--- src/rtl/pr_bridge_timers.sv ---
// pr_bridge_timers -- device-side responder for the CPU peripheral bus.
//
// Decodes two 12-byte windows (timer0 at 0x7F00, timer1 at 0x7F10), each
// hosting a programmable down-counter with CTRL/PRESET/COUNT registers.
// Read data is combinational from PrAddr; interrupt lines go back to CP0.
//
// Ports:
//   clk      system clock
//   reset    asynchronous active-low reset
//   PrAddr   byte address from CPU (0 when access is outside device range)
//   PrWD     write data
//   PrWe     write strobe, qualified by PrAddr in the same cycle
//   PrRD     read data, combinational
//   HWInt    [2] timer0 IRQ, [3] timer1 IRQ, [7:4] external IRQs
//   ext_int  external interrupt inputs (only when PR_EXT_INT_EN is defined)
//
// Build option: define PR_EXT_INT_EN to add ext_int[3:0], synchronized by
// two flops onto HWInt[7:4]; otherwise HWInt[7:4] is tied low.

// One timer: register file plus IDLE/LOAD/CNT/INT down-counter FSM.
module pr_timer (
    input  logic        clk,
    input  logic        reset,
    input  logic        sel,       // PrAddr falls inside this timer's window
    input  logic        we,
    input  logic [1:0]  reg_idx,   // 0 CTRL, 1 PRESET, 2 COUNT
    input  logic [31:0] wd,
    output logic [31:0] rd_data,   // 0 when not selected, so callers can OR
    output logic        irq
);
    typedef enum logic [1:0] {IDLE, LOAD, CNT, INT} state_t;

    state_t      state, state_nxt;
    logic        en, im;
    logic [1:0]  mode;
    logic [31:0] preset, count, count_nxt;
    logic        irq_flag, flag_nxt, en_hw_clr;
    logic        wr_ctrl, wr_preset, auto_reload;

    assign wr_ctrl     = sel && we && (reg_idx == 2'd0);
    assign wr_preset   = sel && we && (reg_idx == 2'd1);
    assign auto_reload = (mode == 2'b01);   // 1x behaves as one-shot
    assign irq         = irq_flag & im;

    always_comb begin
        state_nxt = state;
        count_nxt = count;
        flag_nxt  = irq_flag;
        en_hw_clr = 1'b0;
        case (state)
            IDLE: if (en) state_nxt = LOAD;
            // LOAD completes even if EN was just cleared; CNT then pauses.
            LOAD: begin
                count_nxt = preset;
                state_nxt = CNT;
            end
            CNT: if (en) begin
                if (count > 32'd1) begin
                    count_nxt = count - 32'd1;
                end else begin
                    // Flag rises on entry so it is visible during INT.
                    count_nxt = '0;
                    state_nxt = INT;
                    flag_nxt  = 1'b1;
                end
            end
            INT: if (auto_reload) begin
                flag_nxt  = 1'b0;       // single-cycle pulse in reload mode
                state_nxt = LOAD;
            end else begin
                en_hw_clr = 1'b1;       // one-shot: flag latches until bus write
                state_nxt = IDLE;
            end
            default: state_nxt = IDLE;
        endcase
        if (wr_ctrl || wr_preset) flag_nxt = 1'b0;
    end

    always_ff @(posedge clk or negedge reset) begin
        if (!reset) begin
            state    <= IDLE;
            count    <= '0;
            irq_flag <= 1'b0;
            preset   <= '0;
            en       <= 1'b0;
            mode     <= 2'b00;
            im       <= 1'b0;
        end else begin
            state    <= state_nxt;
            count    <= count_nxt;
            irq_flag <= flag_nxt;
            // Bus write takes priority over the hardware EN clear.
            if (wr_ctrl)        {im, mode, en} <= wd[3:0];
            else if (en_hw_clr) en <= 1'b0;
            if (wr_preset)      preset <= wd;
        end
    end

    always_comb begin
        rd_data = '0;
        if (sel) begin
            case (reg_idx)
                2'd0:    rd_data = {28'd0, im, mode, en};
                2'd1:    rd_data = preset;
                2'd2:    rd_data = count;
                default: rd_data = '0;
            endcase
        end
    end
endmodule

module pr_bridge_timers (
    input  logic        clk,
    input  logic        reset,
    input  logic [31:0] PrAddr,
    input  logic [31:0] PrWD,
    input  logic        PrWe,
`ifdef PR_EXT_INT_EN
    input  logic [3:0]  ext_int,
`endif
    output logic [31:0] PrRD,
    output logic [7:2]  HWInt
);
    localparam int NUM_TIMERS = 2;

    logic [NUM_TIMERS-1:0]       sel, irq, irq_q;
    logic [NUM_TIMERS-1:0][31:0] rd_data;
    logic [3:0]                  ext_q;

    for (genvar g = 0; g < NUM_TIMERS; g++) begin : g_tmr
        localparam logic [31:0] BASE = 32'h7F00 + 32'(g * 16);
        assign sel[g] = (PrAddr >= BASE) && (PrAddr <= BASE + 32'hB);
        pr_timer u_tmr (
            .clk     (clk),
            .reset   (reset),
            .sel     (sel[g]),
            .we      (PrWe),
            .reg_idx (PrAddr[3:2]),
            .wd      (PrWD),
            .rd_data (rd_data[g]),
            .irq     (irq[g])
        );
    end

    // Unselected timers return 0, so an OR is the read mux.
    always_comb begin
        PrRD = '0;
        for (int i = 0; i < NUM_TIMERS; i++) PrRD = PrRD | rd_data[i];
    end

    always_ff @(posedge clk or negedge reset) begin
        if (!reset) irq_q <= '0;
        else        irq_q <= irq;
    end

`ifdef PR_EXT_INT_EN
    logic [3:0] ext_s1, ext_s2;
    always_ff @(posedge clk or negedge reset) begin
        if (!reset) begin
            ext_s1 <= '0;
            ext_s2 <= '0;
        end else begin
            ext_s1 <= ext_int;
            ext_s2 <= ext_s1;
        end
    end
    assign ext_q = ext_s2;
`else
    assign ext_q = '0;
`endif

    assign HWInt = {ext_q, irq_q};
endmodule

--- config.mk ---
export PLATFORM = sky130hd
export DESIGN_NAME = pr_bridge_timers
export DESIGN_NICKNAME = d
export VERILOG_FILES = /design/src/rtl/pr_bridge_timers.sv
export SDC_FILE = /design/constraint.sdc
export NUM_CORES = 1
export LEC_CHECK = 0
export ABC_AREA = 1
export CAP_MARGIN = 20
export CORE_UTILIZATION = 30
export DETAILED_ROUTE_END_ITERATION = 16
export PLACE_DENSITY_LB_ADDON = 0.1
export SKIP_CTS_REPAIR_TIMING = 1
export SYNTH_ARGS = -nofsm -noshare
export SYNTH_HDL_FRONTEND = slang
export SYNTH_SLANG_ARGS = --single-unit
--- constraint.sdc ---
create_clock -name clk -period 2.5 [get_ports clk]
set_input_delay 0.5 -clock clk [delete_from_list [all_inputs] [get_ports clk]]
set_output_delay 0.5 -clock clk [all_outputs]
set_load 0.05 [all_outputs]
Word-level counts from Yosys, hierarchy flattened
Cells that the tools add are included.
- flip-flop bits (word level): 144
- input port bits: 67
- output and inout bits: 38
- word-level logic and storage cells: 111
- $add $sub $neg: 2
- $lt $le $gt $ge: 6
- eq/ne operators: 22
- mux-type cells: 38
- bitwise operators: 3
- reductions and logical operators: 25
- operators with widths (kind ; count):
    32-bit 2-to-1 mux ; 6
    32-bit one-hot mux with 3 select lines ; 2
    32-bit one-hot mux with 2 select lines ; 2
    32-bit by 15-bit greater-or-equal comparator with 1-bit output, second input constant ; 2
    32-bit by 1-bit greater-than comparator with 1-bit output, second input constant ; 2
    32-bit by 15-bit <= comparator with 1-bit output, second input constant ; 2
    32-bit by 1-bit subtractor with 32-bit output, second input constant ; 2
    32-bit OR ; 1
    1-bit 2-to-1 mux ; 18
    2-bit one-hot mux with 4 select lines ; 2
    2-bit 2-to-1 mux ; 6
    3-bit by 1-bit inequality test with 1-bit output, second input constant ; 4
    2-bit by 1-bit == test with 1-bit output, second input constant ; 5
    2-bit == test, second input constant ; 5
    1-bit logical AND ; 8
    2-bit by 1-bit inequality test with 1-bit output, second input constant ; 4
    4-bit AND reduction ; 2
    2-bit nonzero test ; 4
    2-bit zero test ; 3
    3-bit inequality test, second input constant ; 2
    3-bit AND reduction ; 2
    3-bit nonzero test ; 2
    2-bit inequality test, second input constant ; 2
    1-bit one-hot mux with 2 select lines ; 2
    other kinds (3) ; 6

Longest topological paths before layout
Gate-level depths: netlist (run 1).
- depth after elaboration: 7
- mapped depth: 11

By module
A second synthesis (run 1) with hierarchy kept.
- cell total of the unflattened synthesis: 1353
- area, all modules: 9670.5 um^2
- by module, submodules not included (module ; times used ; cells each ; area each (um^2) ; sequential area each (um^2)):
    pr_timer ; 2 ; 628 ; 4569.4 ; 1776.7
    pr_bridge_timers ; 1 ; 97 ; 531.8 ; 50.0

Worst setup path after synthesis (run 1)
No wires, ideal clock.
- path kind: in2out
- start point: input PrAddr[3]
- end point: output PrRD[1]
- data arrival time: 2293 ps
- required time: 2000 ps
- slack: -293 ps
- cell stages on the path: 6
- path buffers: 2
- cell sequence: buf_4 > nand2_2 > buf_2 > o21ai_0 > a21oi_1 > o31ai_1
- longest elaborated chain between the ends: 4
- RTL lines (element ; RTL line ; source):
    start: declaration ; 115 ; input logic [31:0] PrAddr,
    32-bit by 15-bit greater-or-equal comparator with 1-bit output (tied with other cells) ; 132 ; assign sel[g] = (PrAddr >= BASE) && (PrAddr <= BASE + 32'hB);
    1-bit logical AND / 32-bit one-hot mux with 3 select lines (equally long branches) ; 132, 102 ;
    32-bit 2-to-1 mux ; 101 ; if (sel) begin
    32-bit OR (*) ; 148 ; for (int i = 0; i < NUM_TIMERS; i++) PrRD = PrRD | rd_data[i];
    end: declaration ; 121 ; output logic [31:0] PrRD,
Every way passes the cells marked *; elsewhere a longest branch is shown, timed or not.

Worst setup path in the final report (run 1)
- start point: input PrAddr[26]
- end point: output PrRD[27]
- longest elaborated chain between the ends: 4
- RTL lines (element ; RTL line):
    32-bit by 15-bit greater-or-equal comparator with 1-bit output / 32-bit by 15-bit <= comparator with 1-bit output (equally long branches) ; 132
    1-bit logical AND ; 132
    32-bit 2-to-1 mux ; 101
    32-bit OR (*) ; 148
Marks and branches as above.

==> results.toml, run 1 <==
[setup_path]
worstPathArrival_ns = 1.94
slowest_delay_ns = 0.19
worst-path-max-fanout = 5
cp.required_ns = 2.00
critPathSlowestCell = "a22o_1"
end_kind = "output pin"
path_cells = "dlymetal6s2s_1 > nor2_1 > nand2_1 > nor2_2 > nand3_4 > nor2_4 > buf_6 > clkbuf_16 > a22o_1 > buf_12"
crit_type = "in2out"
critPathLaunchType = "input port"

[clocking]
cts-buffers-inserted = 17
h-tree-depth = 4
clock_path_buffers = 2
tritoncts = "built"
cts_sinks = 144
root_buffer = "clkbuf_16"
path_clk_slew_ns = 0.07
clk_latency_ns = 0.44

[detailed_routing]
wl_per_cell_um = 19.6
ant_nets = 0
route.vias.total = 9526
drtIter0Drc = 623
routed_wl_mm = 36.8
dr.pass1.iters = 6
remaining_drc_errors = 0
via_per_inst = 5.07

[floorplanning]
ios = 105
core_um2 = 30000
dieWidth_um = 177
start_util = 0.308
die_h_um = 177
rows = 63
die_area_um2 = 31400

[finish]
area_delta_synth_final_pct = 35.9
fillers = 3155
antennaDiodeCount = 0
layout-drive-gt1-share = 0.135
design_area_um2 = 12500
fin_cells = 1878
nets = 1556

[placement]
place_hpwl_mm = 27.4
dp.cells = 1835
gp_congestion = 0.905
placed_cell_area_um2 = 11400
numPortBuffers = 100

[run]
maxCapViolCount = 0

[sta]
hold_violations = 4
rsz0062_at_grt = "no"
fmax_ghz = 0.411
hold_ws_ns = -0.00194
final-setup-viol-count = 0
tightest_slew_ns = 0.598
relSlewSlack = 0.597
period_minus_slack_ns = 2.44
final-max-slew-violation-count = 0
fin_crit_sh = 0.974
fin_skew_ns = 0.0135

[global_routing]
use_met2 = 0.383
overflow = 0
grtUsageTotal = 0.234
grt.busiest_layer = "met2"
grt_antenna_before_repair = 0
grt_max_degree = 65
met3_usage = 0.0319
grt_pass1_vias = 9225
grt_pass1_wl_mm = 55.1
grtUsageMet1 = 0.325

[logic_synthesis]
synth-edff-count = 0
yosys_most_used_dff = "dfrtp_1"
synth.ff_latch_count = 144
avgSynthCellArea_um2 = 6.91
synth_area_um2 = 9220
syn_inst = 1335
synth.largest_area_cell = "dfrtp_1"
synth_top_area_frac = 0.391
synthTopCellsByCount = "nand2_1, nor2_1, dfrtp_1, nand3_1, inv_1"
async_flop_share = 1.00
post-synth-top-count-cell = "nand2_1"
synthTopCellsByArea = "dfrtp_1, nand2_1, nor2_1"
synth_cell_types = 36
ys_seq_area_frac = 0.391
yosys_warnings = 0

[worst_hold_path]
hold_class = "in2async"

[status]
outcome = "complete, but fails checks"
violations = "negative hold slack"

[power_and_ir_drop]
p_total_w = 0.00547
ir_drop_mv = 0.445
total_leakage_power_nw = 6.19
power_density_nw_per_um2 = 436
==> power breakdown <==
group	total, W	internal (W)	switching (W)
Clock	0.00259	0.00152	0.00107
Combinational	0.000536	0.000199	0.000337
Sequential	0.00234	0.00234	0.00000684
==> metrics by stage <==
| stage | worst slack (ns) | utilization | setup TNS (ns) |
|---|---|---|---|
| after floorplan | 0.112 | - | 0 |
| after global placement | -0.257 | 0.382 | -11.27 |
| after detailed placement | -0.276 | 0.382 | -11.49 |
| after CTS | -0.275 | 0.401 | -7.82 |
| after global routing | 0.00410 | 0.418 | 0 |
| final | 0.0641 | 0.418 | 0 |
==> sequential cells by signal, indices dropped and copies added (netlist names) <==
name / count
g_tmr.u_tmr.im: 2
g_tmr.u_tmr.mode: 4
g_tmr.u_tmr.count: 64
g_tmr.u_tmr.preset: 64
g_tmr.u_tmr.en: 2
irq_q: 2
g_tmr.u_tmr.state: 4
g_tmr.u_tmr.irq_flag: 2
==> logic make-up (layout without fill, tap and decap cells) <==
kind of cell	Yosys count	after routing	share of synthesized area
AND/OR/NAND/NOR	624	624	0.283
AO/OA/AOI/OAI	324	324	0.195
buffers and inverters	204	354	0.0891
flip-flops	144	144	0.391
XOR/XNOR	24	24	0.0228
adder cells (fa/ha/maj)	14	14	0.0190
other	1	4	0.000407
==> path summary, 6_finish.rpt <==
check | startpoint | to | slack, ns | cells after the start
hold / removal | reset | g_tmr[1].u_tmr.en | -0.002 | 1
hold reg to reg | g_tmr[0].u_tmr.irq_flag | irq_q[0] | 0.47 | 2
max in group asynchronous | reset | g_tmr[0].u_tmr.preset[30] | 1.79 | 2
setup reg to reg | g_tmr[0].u_tmr.count[0] | g_tmr[0].u_tmr.count[3] | 0.40 | 10
min in group clk | g_tmr[0].u_tmr.irq_flag | irq_q[0] | 0.47 | 2
setup / recovery | PrAddr[26] | PrRD[27] | 0.06 | 10
==> cells in the final DEF, fill, tap and decap left out, types with 4 or more instances in the layout <==
cell	instances
dlymetal6s2s_1	30
inv_1	132
nor2_2	8
clkbuf_16	21
o21ai_1	67
buf_4	61
buf_6	7
inv_2	5
o21ai_0	85
nor2_1	194
nand4_1	12
ha_1	14
a22oi_1	15
nand3_1	133
xor2_1	24
clkinv_2	5
nand2_2	6
nor3_1	6
a22o_1	7
nand2_1	257
buf_12	43
a22o_4	22
clkdlybuf4s50_1	36
a21oi_1	116
conb_1	4
dfrtp_1	144
==> area by class of cell <==
cell class | instances | area [µm²] | share of cell area
Multi-Input combinational cell | 990 | 5080 | 0.405
Sequential cell | 144 | 3600 | 0.288
Timing Repair Buffer | 184 | 2270 | 0.181
Inverter | 138 | 519 | 0.0414
Tap cell | 390 | 488 | 0.0389
Clock buffer | 22 | 464 | 0.0370
Clock inverter | 10 | 111 | 0.00889
==> worst max-delay path: cells and delay by family <==
| kind | cells | cell delay [ns] |
|---|---|---|
| buf+inv | 4 | 0.57 |
| compound gates | 1 | 0.19 |
| simple gates | 5 | 0.67 |
==> routing by layer <==
metal	up-vias	wire length, µm
met3	36	1230
met4	0	748
met1	4608	17000
met2	191	17900
met5	-	0
li1	4691	-
Note: power is estimated with default switching activity, not from simulation.
==> inputs of run 2 (changes only) <==
- SYNTH_HIERARCHICAL: not set -> 1
==> run 2 against run 1 <==
The run ends with negative hold slack, negative setup slack left. Routed wire length fell by 7.9%. Critical path depth grew 4. Non-clock buffer count down 31. Clock skew shrank 0.0024 ns. Count of clock-buffer cells in the layout is 5 lower. First-iteration DRC count up 21%. Sequential cell count unchanged. Worst hold slack lost 0.00053 ns. Global-route usage decreased by 2.5 points. Die area rose by 4.8%. Design area up 1.7%. Critical path type unchanged. Critical endpoint is now PrRD[21]. Largest cell class unchanged. Largest power group unchanged.
==> results.toml, run 2 <==
[status]
outcome = "complete, but fails checks"
violations = "negative hold slack, negative setup slack"

[logic_synthesis]
syn_inst = 1353
synth-edff-count = 0
yosys_most_used_dff = "dfrtp_1"
synthTopCellsByCount = "nand2_1, nor2_1, a21oi_1, dfrtp_1, inv_1"
synth.largest_area_cell = "dfrtp_1"
avgSynthCellArea_um2 = 7.15
synth.ff_latch_count = 144
post-synth-top-count-cell = "nand2_1"
async_flop_share = 1.00
synth_compound_area_frac = 0.131
muxShareOfSynthArea = 0.0699
synth_top_area_frac = 0.373
synth-xor-area-share = 0.0163
yosys_warnings = 6
synthSimpleGateAreaFrac = 0.318
synthAdderAreaFrac = 0.0155
synth_top_family_by_area = "simple AND/OR/NAND/NOR gates"
ys_seq_area_frac = 0.373
synth_cell_types = 32
synth_area_um2 = 9670
synthTopCellsByArea = "dfrtp_1, nand2_1, a21oi_1"

[clocking]
cts_sinks = 144
clk_latency_ns = 0.43
root_buffer = "clkbuf_16"
clock_path_buffers = 2
path_clk_slew_ns = 0.07
h-tree-depth = 4
tritoncts = "built"
cts-buffers-inserted = 17

[floorplanning]
start_util = 0.306
die_area_um2 = 33000
dieWidth_um = 182
die_h_um = 182
ios = 105
rows = 65
core_um2 = 31600

[finish]
layout_commonest_cell = "nand2_1"
area_delta_synth_final_pct = 31.8
fin_util = 0.403
fillers = 3223
largestRegisters = "g_tmr.u_tmr/count (64), g_tmr.u_tmr/preset (64)"
layout-drive-gt1-share = 0.230
mostFrequentLayoutCells = "nand2_1, nor2_1, a21oi_1, dfrtp_1, inv_1"
nets = 1555

[sta]
final-setup-viol-count = 17
fin_crit_sh = 1.04
final-max-slew-violation-count = 0
fin_ws_ns = -0.102
hold_ws_ns = -0.00247
relSlewSlack = 0.556
period_minus_slack_ns = 2.60
timing.setup.tns_ns = -1.19
tightest_slew_ns = 0.665
rsz0062_at_grt = "yes"
fmax_ghz = 0.384
hold_violations = 2
fin_skew_ns = 0.0111

[global_routing]
grt_max_degree = 51
grt_antenna_before_repair = 2
grtUsageTotal = 0.209
grt_pass1_vias = 8918
grt_pass1_wl_mm = 52.7
overflow = 0

[power_and_ir_drop]
internal-power_w = 0.00397
power_frac_clock = 0.504
swShare = 0.251
combPwrFrac = 0.056
power_density_nw_per_um2 = 416
ir_drop_mv = 0.470
total_leakage_power_nw = 6.16
seq_power_share = 0.440
switching_power_w = 0.00133

[placement]
place_hpwl_mm = 25.1
numPortBuffers = 100
gp_congestion = 0.883

[detailed_routing]
via_per_inst = 4.85
wl_per_cell_um = 17.9
ant_nets = 0
remaining_drc_errors = 0
routed_wl_mm = 33.9
drtIter0Drc = 755
dr.pass1.iters = 8
route.vias.total = 9189

[worst_hold_path]
hold_class = "in2async"

[setup_path]
worst-path-max-fanout = 5
cp.required_ns = 2.00
worstPathArrival_ns = 2.10
crit_type = "in2out"
end_kind = "output pin"
critPathLaunchType = "input port"

[run]
maxCapViolCount = 0
[run 2: cell type report]
cell class,instances,area [µm²],share of cell area
diodes,2,5.00,0.000393
clock buffers,17,425,0.0334
clock inverters,15,176,0.0138
inverters,118,448,0.0352
multi-input cells,1042,5640,0.442
flip-flops and latches,144,3600,0.283
well taps,402,503,0.0395
repair buffers,153,1940,0.153
[run 2: routing by layer]
layer  up-vias  global-route usage  routed length [µm]
li1       4606                   -                   -
met1      4377               0.305               16800
met2       172               0.320               15400
met3        34              0.0287                1070
met4         0              0.0573                 558
met5         -                   0                   0
[run 2: final timing paths]
path	from	end	slack [ns]	depth (start not counted)
max reg2reg	g_tmr[0].u_tmr/count[0]	g_tmr[0].u_tmr/count[22]	0.37	12
max	PrAddr[25]	PrRD[21]	-0.10	14
min	reset	g_tmr[1].u_tmr/count[26]	-0.002	1
min reg2reg	g_tmr[0].u_tmr/irq_flag	irq_q[0]	0.49	2
min in group clk	g_tmr[0].u_tmr/irq_flag	irq_q[0]	0.49	2
max in group asynchronous	reset	g_tmr[0].u_tmr/preset[22]	1.77	2
[run 2: cells by family after synthesis]
group	count (synthesis)
xor gates and xnor gates	18
DFF	144
AOI/OAI and AO/OA	243
muxes	60
and+or+nand+nor	705
buffers and inverters	170
other	1
adders and majority gates	12
[run 2: per-stage QoR]
stage | power [W] | area (µm²) | setup slack (ns) | std cells
2_1_floorplan | 0.00245 | 9680 | 0.228 | 1356
3_3_place_gp | 0.00268 | 11700 | -0.398 | 1855
4_1_cts | 0.00537 | 12300 | -0.414 | 1887
5_1_grt | 0.00549 | 12700 | -0.181 | 1893
6_report | 0.00529 | 12700 | -0.102 | 1893
3_5_place_dp | 0.00267 | 11700 | -0.412 | 1855
[run 2: power by group through the flow]
stage	sequential [W]	clock (W)	combinational [W]
floorplan	0.00237	0	0.0000755
global placement	0.00237	0	0.000302
detailed placement	0.00237	0	0.000301
CTS	0.00233	0.00274	0.000302
global route	0.00233	0.00284	0.000325
finish	0.00233	0.00267	0.000296
[run 2: critical path, stage by stage]
cell and delay, ns:
buf_6 0.09, inv_2 0.03, nand2_1 0.04, nor2_1 0.11, nand2_1 0.10, nor2_4 0.15, nand2_2 0.09, nor2_4 0.15
clkinv_4 0.11, clkbuf_16 0.18, a21oi_2 0.15, buf_4 0.14, or2_2 0.12, buf_12 0.13
==> inputs of run 3 (changes only) <==
- PLACE_DENSITY: not set -> 0.5
- PLACE_DENSITY_LB_ADDON: 0.1 -> not set
- clock period: 2.5 -> 2.2 ns (I/O delays scaled with it)
==> run 3 against run 2 <==
The run ends with negative setup slack left. Clock power up 7.5%. Global-route usage about the same. Design area is 3.5% higher. Critical endpoint is now PrRD[17]. Largest power group unchanged.
==> results.toml, run 3 (synthesized netlist as in run 2, its figures left out) <==
[setup_path]
worstPathArrival_ns = 2.01
cp.required_ns = 1.76
end_kind = "output pin"
reg2reg_slack_ns = 0.19
critPathLaunchType = "input port"
crit_type = "in2out"
worst-path-max-fanout = 7

[global_routing]
grtUsageTotal = 0.209
grt_pass1_vias = 9361
grt_pass1_wl_mm = 53.4
grt_max_degree = 51
grt_antenna_before_repair = 1
overflow = 0

[sta]
period_minus_slack_ns = 2.45
fin_skew_ns = 0.0113
fmax_ghz = 0.408
fin_ws_ns = -0.250
relSlewSlack = 0.593
final-setup-viol-count = 32
tightest_slew_ns = 0.611
hold_ws_ns = 0.459
rsz0062_at_grt = "yes"
fin_crit_sh = 1.11
hold_violations = 0
final-max-slew-violation-count = 0

[detailed_routing]
ant_nets = 0
drtIter0Drc = 749
dr.pass1.iters = 7
routed_wl_mm = 34.7
wl_per_cell_um = 17.9
remaining_drc_errors = 0
route.vias.total = 9601
via_per_inst = 4.96

[power_and_ir_drop]
total_leakage_power_nw = 6.38
power_density_nw_per_um2 = 446
ir_drop_mv = 0.490
p_total_w = 0.00587

[clocking]
clock_path_buffers = 2
cts-buffers-inserted = 17
cts_sinks = 144
path_clk_slew_ns = 0.07
root_buffer = "clkbuf_16"
clk_latency_ns = 0.43
tritoncts = "built"
h-tree-depth = 4

[floorplanning]
ios = 105
start_util = 0.306
die_area_um2 = 33000
core_um2 = 31600
die_h_um = 182
dieWidth_um = 182
rows = 65

[placement]
gp_congestion = 0.901
place_hpwl_mm = 25.2
dp_slack_ns = -0.687
numPortBuffers = 100

[finish]
area_delta_synth_final_pct = 36.3
fillers = 3147
mostFrequentLayoutCells = "nand2_1, nor2_1, a21oi_1, dfrtp_1, inv_1"
largestRegisters = "g_tmr.u_tmr/count (64), g_tmr.u_tmr/preset (64)"
layout_commonest_cell = "nand2_1"
layout-drive-gt1-share = 0.258
nets = 1599

[status]
violations = "negative setup slack"
outcome = "complete, but fails checks"

[run]
maxCapViolCount = 0

[worst_hold_path]
hold_class = "in2async"
-- run 3: power by group --
part           internal [W]  total [W]   switching [W]
combinational      0.000162   0.000361        0.000199
sequential          0.00265    0.00265  0.000000000334
clock               0.00150    0.00287         0.00137
total               0.00431    0.00587         0.00157
-- run 3: metrics by stage --
step / TNS, ns / area (µm²) / std cells / utilization
3_5_place_dp: -42.68 / 12000 / 1889 / 0.379
2_1_floorplan: 0 / 9680 / 1356 / -
5_1_grt: -8.42 / 13200 / 1936 / 0.417
4_1_cts: -18.95 / 12600 / 1921 / 0.397
3_3_place_gp: -40.98 / 12000 / 1889 / 0.379
6_report: -5.46 / 13200 / 1936 / 0.417
-- run 3: path summary, 6_finish.rpt --
| kind | cells after the start | end | from |
|---|---|---|---|
| max | 14 | PrRD[17] | PrAddr[7] |
| min | 2 | g_tmr[1].u_tmr/count[29] | reset |
| max reg2reg | 11 | g_tmr[0].u_tmr/count[8] | g_tmr[0].u_tmr/count[1] |
| min reg2reg | 2 | irq_q[0] | g_tmr[0].u_tmr/irq_flag |
| max in group asynchronous | 3 | g_tmr[0].u_tmr/count[1] | reset |
| min in group clk | 2 | irq_q[0] | g_tmr[0].u_tmr/irq_flag |
-- run 3: layer usage --
metal | vias to the layer above | track usage | routed length [µm]
met5 | - | 0 | 0
met4 | 0 | 0.0553 | 648
met3 | 47 | 0.0315 | 1700
met2 | 281 | 0.336 | 16300
met1 | 4585 | 0.291 | 16000
li1 | 4688 | - | -
-- run 3: critical path, cell delays in order --
cell and delay, ns:
buf_6 0.09, inv_4 0.06, nand2_4 0.05, buf_6 0.11, nor2_4 0.09, nand2_1 0.06, nand2_1 0.07, nand2_2 0.06
nor2_4 0.15, clkinv_4 0.12, clkbuf_16 0.20, a21oi_4 0.20, or2_4 0.17, buf_12 0.13
-- run 3: area by class of cell --
| cell class | count | area, µm² | area share |
|---|---|---|---|
| timing repair buffer | 195 | 2260 | 0.171 |
| inverter | 118 | 458 | 0.0347 |
| antenna | 1 | 2.50 | 0.000190 |
| clock buffer | 17 | 425 | 0.0323 |
| tap | 402 | 503 | 0.0382 |
| sequential | 144 | 3600 | 0.273 |
| multi-input combinational | 1044 | 5800 | 0.440 |
| clock inverter | 15 | 136 | 0.0103 |
